==> config.mk <==
export PLATFORM = sky130hd
export DESIGN_NAME = simon_rng_source_flat
export DESIGN_NICKNAME = d
export VERILOG_FILES = /design/src/rtl/simon_rng_if.sv /design/src/rtl/simon_rng_source.sv /design/src/flat_wrapper.sv
export SDC_FILE = /design/constraint.sdc
export NUM_CORES = 1
export LEC_CHECK = 0
export CAP_MARGIN = 10
export CORE_MARGIN = 2
export CORE_UTILIZATION = 55
export CTS_BUF_LIST = sky130_fd_sc_hd__clkbuf_4
export DETAILED_ROUTE_END_ITERATION = 8
export PLACE_DENSITY_LB_ADDON = 0.25
export SLEW_MARGIN = 20
export SYNTH_ARGS = -nofsm -noshare
export SYNTH_HDL_FRONTEND = slang
export SYNTH_SLANG_ARGS = --single-unit
==> constraint.sdc <==
create_clock -name clk -period 3.9 [get_ports clk]
set_input_delay 0.39 -clock clk [delete_from_list [all_inputs] [get_ports clk]]
set_output_delay 0.39 -clock clk [all_outputs]
set_load 0.005 [all_outputs]
==> src/rtl/simon_rng_if.sv <==
// Valid/ready word channel between the RNG source (master) and its consumer (slave).
interface simon_rng_if;
   logic        rng_valid;
   logic        rng_ready;
   logic [31:0] rng_out;

   modport master (output rng_valid, output rng_out, input rng_ready);
   modport slave  (input rng_valid, input rng_out, output rng_ready);
endinterface

==> src/rtl/simon_rng_source.sv <==
// Free-running 32-bit Galois LFSR offering spaced random words over valid/ready.
// Optional button-timing entropy mix enabled by defining SIMON_RNG_ENTROPY_EN.
module simon_rng_source #(
   parameter logic [31:0] SEED_DEFAULT = 32'hACE1_2468,
   parameter logic [31:0] TAPS         = 32'h8020_0003,
   parameter int          WARMUP       = 64,
   parameter int          SPACING      = 32
) (
   input  logic        clk,
   input  logic        reset_n,
   input  logic        seed_load,
   input  logic [31:0] seed_in,
   input  logic [3:0]  entropy_in,
   simon_rng_if.master rng
);

   localparam int CNT_MAX = (WARMUP > SPACING) ? WARMUP : SPACING;
   localparam int CW      = $clog2(CNT_MAX + 1);

   typedef enum logic [1:0] {ST_WARMUP, ST_OFFER, ST_SPACE} state_e;

   state_e        state_q, state_d;
   logic [CW-1:0] cnt_q, cnt_d;
   logic [31:0]   lfsr_q, lfsr_d;
   logic [31:0]   out_q, out_d;
   logic          valid_q, valid_d;
   logic [31:0]   lfsr_adv, lfsr_mix, lfsr_cand;

`ifdef SIMON_RNG_ENTROPY_EN
   logic [3:0] ent_s1_q, ent_s2_q, ent_s3_q;
   logic [7:0] ts_q;

   always_ff @(posedge clk or negedge reset_n) begin
      if (!reset_n) begin
         ent_s1_q <= '0;
         ent_s2_q <= '0;
         ent_s3_q <= '0;
         ts_q     <= '0;
      end else begin
         ent_s1_q <= entropy_in;
         ent_s2_q <= ent_s1_q;
         ent_s3_q <= ent_s2_q;
         ts_q     <= ts_q + 8'd1;
      end
   end
`else
   logic unused_entropy;
   assign unused_entropy = ^entropy_in;
`endif

   // NOTE: every variable driven in always_comb gets a default first, so no path leaves it unassigned (no latch).
   always_comb begin
      lfsr_adv = {1'b0, lfsr_q[31:1]} ^ (lfsr_q[0] ? TAPS : 32'h0);
      lfsr_mix = lfsr_adv;
`ifdef SIMON_RNG_ENTROPY_EN
      if (|(ent_s2_q & ~ent_s3_q) && !seed_load)
         lfsr_mix[7:0] = lfsr_adv[7:0] ^ ts_q;
`endif
      if (seed_load)
         lfsr_cand = (seed_in == 32'h0) ? SEED_DEFAULT : seed_in;
      else
         lfsr_cand = lfsr_mix;
      // An all-zero Galois state is a fixed point; never let the register reach it.
      lfsr_d = (lfsr_cand == 32'h0) ? SEED_DEFAULT : lfsr_cand;
   end

   always_comb begin
      state_d = state_q;
      cnt_d   = cnt_q;
      valid_d = valid_q;
      out_d   = out_q;
      case (state_q)
         ST_WARMUP, ST_SPACE: begin
            if (cnt_q == CW'(1)) begin
               out_d   = lfsr_d;
               valid_d = 1'b1;
               state_d = ST_OFFER;
            end else begin
               cnt_d = cnt_q - CW'(1);
            end
         end
         ST_OFFER: begin
            if (valid_q && rng.rng_ready) begin
               valid_d = 1'b0;
               cnt_d   = CW'(SPACING);
               state_d = ST_SPACE;
            end
         end
         default: state_d = ST_WARMUP;
      endcase
      // A reseed restarts spacing from the new seed so sequences are reproducible.
      if (seed_load) begin
         valid_d = 1'b0;
         cnt_d   = CW'(SPACING);
         state_d = ST_SPACE;
      end
   end

   // NOTE: sequential state uses non-blocking assignments so all registers update from pre-edge values.
   always_ff @(posedge clk or negedge reset_n) begin
      if (!reset_n) begin
         state_q <= ST_WARMUP;
         cnt_q   <= CW'(WARMUP);
         lfsr_q  <= SEED_DEFAULT;
         out_q   <= '0;
         valid_q <= 1'b0;
      end else begin
         state_q <= state_d;
         cnt_q   <= cnt_d;
         lfsr_q  <= lfsr_d;
         out_q   <= out_d;
         valid_q <= valid_d;
      end
   end

   assign rng.rng_valid = valid_q;
   assign rng.rng_out   = out_q;

endmodule

==> src/flat_wrapper.sv <==
// flat-port wrapper written by rule: the top's interface ports become plain ports
module simon_rng_source_flat 
#(
   parameter logic [31:0] SEED_DEFAULT = 32'hACE1_2468,
   parameter logic [31:0] TAPS         = 32'h8020_0003,
   parameter int          WARMUP       = 64,
   parameter int          SPACING      = 32
)
  (clk, reset_n, seed_load, seed_in, entropy_in, rng_rng_valid, rng_rng_out, rng_rng_ready);
  simon_rng_if rng_i ();
  input  logic clk;
  input  logic reset_n;
  input  logic seed_load;
  input  logic [31:0] seed_in;
  input  logic [3:0] entropy_in;
  output wire logic [$bits(rng_i.rng_valid)-1:0] rng_rng_valid;
  output wire logic [$bits(rng_i.rng_out)-1:0] rng_rng_out;
  input wire logic [$bits(rng_i.rng_ready)-1:0] rng_rng_ready;
  assign rng_rng_valid = rng_i.rng_valid;
  assign rng_rng_out = rng_i.rng_out;
  assign rng_i.rng_ready = rng_rng_ready;
  simon_rng_source #(.SEED_DEFAULT(SEED_DEFAULT), .TAPS(TAPS), .WARMUP(WARMUP), .SPACING(SPACING)) u_core (.clk(clk), .reset_n(reset_n), .seed_load(seed_load), .seed_in(seed_in), .entropy_in(entropy_in), .rng(rng_i));
endmodule
-- Yosys cells after proc, flatten, opt, wreduce, memory -nomap -nowiden
Index checks and enable logic that the tools add are counted.
- bits in registers: 74
- bits in latches: 0
- input port bits: 40
- memories kept: 0
- memory bits (read-only): 0
- bits in writable memories: 0
- output and inout bits: 33
- $lt $le $gt $ge: 0
- bitwise operators: 1
- add/sub/neg operators: 1
- equality and inequality tests: 6
- div/mod/pow operators: 0
- multiply operators: 0
- shift-type cells: 0
- multiplexer cells: 16
- reductions and logical operators: 10
- operators with widths (operator ; count):
    $mux W32 ; 4
    $logic_not A32 Y1 ; 2
    $xor A31 B32 Y32 ; 1
    $mux W7 ; 3
    $pmux W7 S2 ; 1
    $eq A7 B1 Y1 const B ; 1
    $sub A7 B1 Y7 const B ; 1
    $mux W2 ; 3
    $ne A3 B2 Y1 const B ; 2
    $reduce_and A3 Y1 ; 2
    $pmux W2 S2 ; 1
    $reduce_and A2 Y1 ; 2
    $mux W1 ; 3
    $ne A3 B3 Y1 const B ; 1
    $reduce_bool A3 Y1 ; 1
    $eq A2 B1 Y1 const B ; 1
    $eq A2 B2 Y1 const B ; 1
    $logic_not A2 Y1 ; 1
    $pmux W1 S2 ; 1
    $reduce_or A2 Y1 ; 1
    $logic_and A1 B1 Y1 ; 1

-- Depth between registers and ports, before layout
Gate-level depths: netlist of run 1.
- word-level depth: 5
- mapped depth: 7
- gate-level depth less buffers: 6

-- Worst setup path after synthesis of run 1
Ideal clock, no wire load.
- path type: input to register
- start: in seed_in[4]
- end: reg u_core.out_q[27] (netlist: u_core.rng.rng_out[27])
- arrival: 1775 ps
- path slack: 2039 ps
- stages on the path: 6
- path buffers: 2
- path through: nor4_1 nand2_1 or4_1 buf_6 buf_8 a41oi_4
- word-level cells in the longest chain between the ends: 5
- ends and longest elaborated chain (what ; RTL line ; RTL):
    from (decl) ; flat_wrapper.sv:14 ; input logic [31:0] seed_in;
    $logic_not A32 Y1 ; simon_rng_source.sv:60 ; lfsr_cand = (seed_in == 32'h0) ? SEED_DEFAULT : seed_in;
    $mux W32 (*) ; simon_rng_source.sv:60 ;
    $mux W32 (*) ; simon_rng_source.sv:59 ; if (seed_load)
    $logic_not A32 Y1 ; simon_rng_source.sv:64 ; lfsr_d = (lfsr_cand == 32'h0) ? SEED_DEFAULT : lfsr_cand;
    $mux W32 (*) ; simon_rng_source.sv:64 ;
    to (signal assigned) ; simon_rng_source.sv:111 ; out_q <= out_d;
    to (decl) ; simon_rng_source.sv:25 ; logic [31:0] out_q, out_d;
Mark *: on every way between the ends. The rest lies on a longest branch, timed or not.
A chain may end at the register's enable or synchronous reset.

-- Worst setup path in the final report of run 1
- start: reg u_core.cnt_q[3]
- end: reg u_core.out_q[7] (netlist: u_core.rng.rng_out[7])
- word-level cells in the longest chain between the ends: 2
- ends and longest elaborated chain (what ; RTL line ; RTL):
    from (decl) ; simon_rng_source.sv:23 ; logic [CW-1:0] cnt_q, cnt_d;
    from (signal assigned) ; simon_rng_source.sv:103 ; cnt_q <= CW'(WARMUP);
    from (signal assigned) ; simon_rng_source.sv:109 ; cnt_q <= cnt_d;
    $eq A7 B1 Y1 ; simon_rng_source.sv:74 ; if (cnt_q == CW'(1)) begin
    $reduce_and A2 Y1 (no source line) ; -- ;
No other way between the ends.

==> results of run 1 <==
## cells in the mapped netlist
cell type,n
dfstp_2,14
nand4_1,2
o41ai_1,2
nor2_1,26
xor2_1,5
o221ai_1,1
nand3b_1,2
nand3_1,12
buf_8,1
nor4_1,13
mux2i_1,13
a211oi_1,5
nor2b_1,4
a31oi_1,5
buf_4,5
nor3_1,4
mux2_2,28
buf_6,2
dfrtp_1,60
and3_1,2
buf_2,6
a41oi_4,1
a21oi_1,3
or4_1,1
o31a_2,1
o211ai_1,3
a32oi_1,1
o211ai_2,1
nand2_1,24
o21ai_0,8
clkbuf_1,2
o31ai_1,1
inv_1,6
xnor2_1,3
ha_1,2
a31o_2,1
a41oi_1,8
nor4_2,2
## power groups by stage
stage | Clock (uW) | Combinational [uW] | Sequential (uW)
after floorplan | 0 | 342 | 1140
after global placement | 0 | 764 | 1150
after detailed placement | 0 | 780 | 1150
after CTS | 406 | 787 | 1140
after global routing | 442 | 862 | 1170
final | 395 | 776 | 1140
## worst max-delay path by stage
stage,startpoint,end,cells after the start
final,u_core.cnt_q[3]$_DFFE_PN0P_,u_core.rng.rng_out[7]$_DFFE_PN0P_,4
after global placement,seed_in[4],u_core.rng.rng_out[22]$_DFFE_PN0P_,7
after CTS,u_core.cnt_q[3]$_DFFE_PN0P_,u_core.rng.rng_out[7]$_DFFE_PN0P_,4
after floorplan,seed_in[4],u_core.rng.rng_out[27]$_DFFE_PN0P_,6
after detailed placement,seed_in[19],u_core.rng.rng_out[6]$_DFFE_PN0P_,7
after global routing,u_core.cnt_q[3]$_DFFE_PN0P_,u_core.rng.rng_out[7]$_DFFE_PN0P_,4
## kinds of logic after synthesis
family,after synthesis,share of synthesized area (%)
fa+ha+maj,2,0.756
simple gates,92,13.5
flops,74,56.5
mux,41,13.5
xor+xnor,8,2.12
buf+inv,22,4.08
compound gates,41,9.60
## routing by layer
layer	part of all wire [%]	GRT usage (%)	vias up
li1	-	-	1157
met1	42	32.1	1223
met2	50	39.7	85
met3	6.5	5.93	9
met4	1.0	8.00	0
met5	0	0	-
## registers in the layout, summed over array words and instances (netlist names)
signal,count
u_core.lfsr_q,32
u_core.rng.rng_out,32
u_core.cnt_q,7
u_core.state_q,2
u_core.rng.rng_valid,1
## cells in the final DEF (no fill, tap or decap), drive strengths merged, types with 3 or more instances in the layout
cell type      instances
a211oi                 5
a41oi                  9
nand2                 24
nor2b                  4
clkbuf                12
nor2                  26
mux2i                 13
nor4                  15
dfrtp                 60
mux2                  28
clkdlybuf4s50         66
a31oi                  5
nand3                 12
xor2                   5
a21oi                  3
dfstp                 14
inv                    6
xnor2                  3
nor3                   4
clkinv                 4
o21ai                  8
buf                    6
o211ai                 4
## cell type report
cell class / instances / area share (%)
Clock buffer: 12 / 2.18
Clock inverter: 4 / 0.485
Inverter: 6 / 0.546
Multi-Input combinational cell: 184 / 31.6
Sequential cell: 74 / 45.3
Tap cell: 75 / 2.28
Timing Repair Buffer: 73 / 17.5
## stage by stage
stage          area, sq um  util, %
5_1_grt               4120     70.5
4_1_cts               4120     70.5
2_1_floorplan         3310        -
3_5_place_dp          4000     68.4
6_report              4120     70.5
3_3_place_gp          4000     68.4
## critical path, delay by kind of cell (launching register included)
family	cells	cell delay, ns
flops	1	0.44
mux	1	0.34
buf+inv	1	0.27
simple gates	2	1.34
## timing repair
item	4_1_cts	5_1_grt
gates resized for setup	0	0
endpoints found under the hold margin	21	0
hold buffers	1	0
==> impl_metrics.csv, run 1 <==
group,metric,value,unit
place,place_inst,411,
flow_run,maxCapViolCount,0,
clocking,htreeDepth,3,
pwr,p_clk_share,17.1,%
sta,period_needed,2.50,ns
pwr,seqPwrFrac,49.3,%
clocking,root_buffer,"clkbuf_4",
cells_and_area,final_cells,428,
place,dp_slack,1.12,ns
sta,fmax,0.400,GHz
place,hpwl,5480,microns
hold_path,worstHoldPathType,"in -> async",
setup_path,slowest_delay,0.80,ns
setup_path,crit_chain,"nor4_1 -> and3_1 -> buf_12 -> mux2_2",
yosys,synth_area_per_cell,11.8,sq um
sta,report.final.hold_viol_count,0,
floorplan,ios,73,
clocking,clkLatencyLatePin,0.40,ns
sta,layout_setup_ws,1.40,ns
clocking,cts_tree,"yes",
pwr,p_total,2310,uW
setup_path,r2r_slack,1.40,ns
floorplan,core-area,5850,sq um
place,port-buffer-count,68,
global_routing,grt_max_degree,52,
pwr,comb_power_share,33.6,%
sta,rsz0062_at_grt,"false",
floorplan,initial_core_util,56.6,%
pwr,power_per_cell_area,560,nW/um^2
clocking,clock_sinks,74,
setup_path,crit_slowest_cell,"and3_1",
setup_path,r2r-start,"u_core.cnt_q[3]$_DFFE_PN0P_",
detailed_routing,drt-pass1-iter-count,5,
clocking,cts_buffer_depth,2,
global_routing,gr-total-overflow,0,
sta,skew,0.0134,ns
global_routing,antenna_found_initial,0,
clocking,postCtsSetupBuffers,0,
setup_path,start_kind,"flop",
cells_and_area,fillers,449,
clocking,cts.clk_slew.worst_paths,0.12,ns
floorplan,die_h,81.6,microns
yosys,yosysTopAreaCellShare,45.4,%
setup_path,reg2regPathDepth,4,
place,place_congestion,0.812,
global_routing,grt_pass1_wl,12000,microns
yosys,yosys-top-cells-area,"dfrtp_1, dfstp_2, mux2_2",
pwr,p_sw_share,28.9,%
yosys,yosys.cell_types.count,38,
yosys,synthesis.nets,322,
yosys,synth_top_cell_by_area,"dfrtp_1",
setup_path,critPathKind,"reg -> reg",
setup_path,cp_max_fo,29,
sta,finalCritPeriodShare,64.0,%
yosys,synth_seq_cells,74,
sta,worst_slew_pin_slew,0.832,ns
pwr,vdd_drop_max,0.335,mV
yosys,ys_warn_count,0,
floorplan,rows,28,
detailed_routing,routed_wl,7460,microns
global_routing,grt_pass1_vias,2468,
floorplan,die_x,81.6,microns
cells_and_area,area_growth,24.6,%
detailed_routing,num_vias,2474,
cells_and_area,multi_input_area,1310,sq um
sta,relSlewSlack,44.6,%
setup_path,endpoint_kind,"flop",
cells_and_area,seqCellArea,1870,sq um
detailed_routing,drc,0,
yosys,syn-cell-area,3310,sq um
pwr,leakage,0.00172,uW
pwr,switching_power,668,uW
floorplan,dieArea,6650,sq um
sta,setup_viol,0,
detailed_routing,drt_iter0_markers,141,
global_routing,grt_usage,24.3,%
cells_and_area,drive_gt1_share,19.8,%
setup_path,worst_ep_arrival_time,2.80,ns
sta,fin_setup_tns,0,ns
setup_path,worstReg2RegEnd,"u_core.rng.rng_out[7]$_DFFE_PN0P_",
detailed_routing,viasPerCell,5.78,
status,status,"complete, no violations",
clocking,cts_made_buffers,9,
setup_path,worstPathRequired,4.20,ns
yosys,ys_seq_area_share,56.5,%
sta,slew_viol_final,0,
sta,hold_ws,0.489,ns
detailed_routing,wl_per_cell,17.4,microns
detailed_routing,ant_nets,0,
cells_and_area,fin_nets,390,
pwr,p_int,1640,uW
cells_and_area,diodes,0,
yosys,synthCells,280,
Power figures use the tool's default switching activity.
==> run 2: changes to the inputs <==
--- a/config.mk
+++ b/config.mk
@@ -7,7 +7,7 @@
 export LEC_CHECK = 0
 export CAP_MARGIN = 10
 export CORE_MARGIN = 2
-export CORE_UTILIZATION = 55
+export CORE_UTILIZATION = 52
 export CTS_BUF_LIST = sky130_fd_sc_hd__clkbuf_4
 export DETAILED_ROUTE_END_ITERATION = 8
 export PLACE_DENSITY_LB_ADDON = 0.25
==> constraint.sdc (replaced) <==
create_clock -name clk -period 2.39 [get_ports clk]
set_input_delay 0.239 -clock clk [delete_from_list [all_inputs] [get_ports clk]]
set_output_delay 0.239 -clock clk [all_outputs]
set_load 0.005 [all_outputs]
==> run 2 against run 1 <==
- fmax grew 24%
- via count grew 2.1%
- non-clock buffer count grew 8
- design area grew 3.1%
- sequential share of layout area shrank 1.3 points
- worst hold slack lost 0.20 ns
- critical path type unchanged
- largest cell class unchanged
- largest power group unchanged
==> impl_metrics.csv, run 2 (same netlist as run 1, synthesis figures left out) <==
group,metric,value,unit
status,status,"complete, no violations",
sta,rsz0062_at_grt,"false",
global_routing,grt_usage,22.8,%
floorplan,ios,73,
global_routing,gr-total-overflow,0,
place,place_inst,421,
detailed_routing,ant_nets,0,
floorplan,rows,29,
detailed_routing,viasPerCell,5.77,
clocking,clock_sinks,74,
cells_and_area,fin_nets,398,
floorplan,die_h,83.8,microns
place,hpwl,5510,microns
cells_and_area,diodes,0,
global_routing,grt_max_degree,51,
global_routing,grt_pass1_vias,2516,
hold_path,min-delay-start,"seed_load",
flow_run,maxCapViolCount,0,
clocking,cts_made_buffers,9,
sta,report.final.hold_viol_count,0,
cells_and_area,utilization,68.1,%
sta,slew_viol_final,0,
floorplan,die_x,83.8,microns
sta,skew,0.0131,ns
cells_and_area,multi_input_area,1310,sq um
setup_path,cp_max_fo,17,
clocking,cts_tree,"yes",
pwr,leakage,0.00177,uW
pwr,vdd_drop_max,0.671,mV
hold_path,whs_path_depth,3,
global_routing,antenna_found_initial,0,
clocking,cts.clk_slew.worst_paths,0.12,ns
cells_and_area,final_cells,438,
setup_path,worst_ep_arrival_time,2.34,ns
pwr,power_per_cell_area,945,nW/um^2
cells_and_area,area_growth,28.4,%
clocking,clkLatencyLatePin,0.42,ns
sta,finalCritPeriodShare,84.0,%
sta,layout_setup_ws,0.383,ns
detailed_routing,drt-pass1-iter-count,4,
detailed_routing,wl_per_cell,17.4,microns
clocking,postCtsSetupBuffers,0,
cells_and_area,drive_gt1_share,21.6,%
cells_and_area,final_cell_mix,"clkdlybuf4s50_1, dfrtp_1, mux2_2, nor2_1, nand2_1",
cells_and_area,finalInstanceArea,4250,sq um
sta,period_needed,2.01,ns
place,dp_slack,0.0142,ns
sta,worst_slew_pin_slew,0.589,ns
global_routing,grt_pass1_wl,12500,microns
sta,fin_setup_tns,0,ns
clocking,cts_buffer_depth,2,
sta,relSlewSlack,60.7,%
hold_path,worstHoldPathType,"in -> reg",
sta,fmax,0.498,GHz
setup_path,r2r_slack,0.38,ns
hold_path,min_to,"u_core.lfsr_q[12]$_DFF_PN0_",
setup_path,crit_start,"u_core.lfsr_q[17]$_DFF_PN0_",
floorplan,core-area,6240,sq um
clocking,htreeDepth,3,
place,place_congestion,0.831,
sta,setup_viol,0,
setup_path,start_kind,"flop",
setup_path,worstPathRequired,2.72,ns
setup_path,critPathKind,"reg -> reg",
setup_path,endpoint_kind,"flop",
setup_path,worstReg2RegEnd,"u_core.rng.rng_out[13]$_DFFE_PN0P_",
detailed_routing,drc,0,
clocking,root_buffer,"clkbuf_4",
cells_and_area,final_common_cell,"clkdlybuf4s50_1",
floorplan,dieArea,7020,sq um
detailed_routing,num_vias,2526,
detailed_routing,routed_wl,7630,microns
detailed_routing,drt_iter0_markers,165,
place,placed_area,4080,sq um
cells_and_area,seqCellArea,1870,sq um
cells_and_area,fillers,491,
setup_path,reg2regPathDepth,6,
floorplan,initial_core_util,53.0,%
setup_path,r2r-start,"u_core.lfsr_q[17]$_DFF_PN0_",
place,port-buffer-count,68,
[run 2: changes by cell type in the layout (fill, tap and decap cells not counted)]
cell	previous run	this run
bufinv_16	0	2
buf_12	1	2
clkinvlp_4	0	2
clkbuf_4	12	9
buf_4	3	10
clkinv_4	0	1
clkinv_2	4	2
[run 2: metal layers]
metal	vias to the layer above	GRT usage, %	part of all wire [%]
met1	1239	32.4	44
met4	0	8.21	2.1
met5	-	0	0
met3	13	5.04	6.3
li1	1173	-	-
met2	101	34.8	48
[run 2: area by class of cell]
cell class                 instances  area share, %
clock buffer                       9           1.59
clock inverter                     7           2.21
inverter                           6          0.530
multi-input combinational        184           30.7
sequential                        74           44.0
tap                               77           2.27
timing repair buffer              81           18.7
[run 2: repair_timing]
item                       4_1_cts  5_1_grt
gates resized for setup          0        0
hold endpoints to repair        23        0
hold buffers                     1        0
setup endpoints to repair        0        0
[run 2: metrics by stage]
step,total power [uW],hold slack (ns)
final,4020,0.290
after global routing,4260,0.300
after CTS,4060,0.269
after detailed placement,3180,0.276
after global placement,3140,0.271
after floorplan,2410,-0.0566
[run 2: worst max-delay path: stages, from the launching register on]
cell	delay, ns
dfrtp_1	0.41
nor4_1	0.44
o221ai_1	0.18
a211oi_1	0.34
o211ai_2	0.15
buf_4	0.22
a41oi_1	0.20
[run 2: worst max path at each step]
stage / end / slack [ns] / depth (start not counted)
floorplan: u_core.rng.rng_out[19]$_DFFE_PN0P_ / 0.54 / 5
global placement: u_core.rng.rng_out[29]$_DFFE_PN0P_ / 0.10 / 6
detailed placement: u_core.rng.rng_out[13]$_DFFE_PN0P_ / 0.01 / 6
CTS: u_core.rng.rng_out[13]$_DFFE_PN0P_ / 0.39 / 6
global route: u_core.rng.rng_out[13]$_DFFE_PN0P_ / 0.29 / 6
finish: u_core.rng.rng_out[13]$_DFFE_PN0P_ / 0.38 / 6
[run 2: power breakdown]
| group | internal [uW] | leakage [uW] | total [uW] | switching (uW) |
|---|---|---|---|---|
| registers | 1630 | 0.000852 | 1860 | 226 |
| logic | 818 | 0.000840 | 1290 | 474 |
| clock network | 422 | 0.0000819 | 868 | 446 |
| total | 2870 | 0.00177 | 4020 | 1150 |
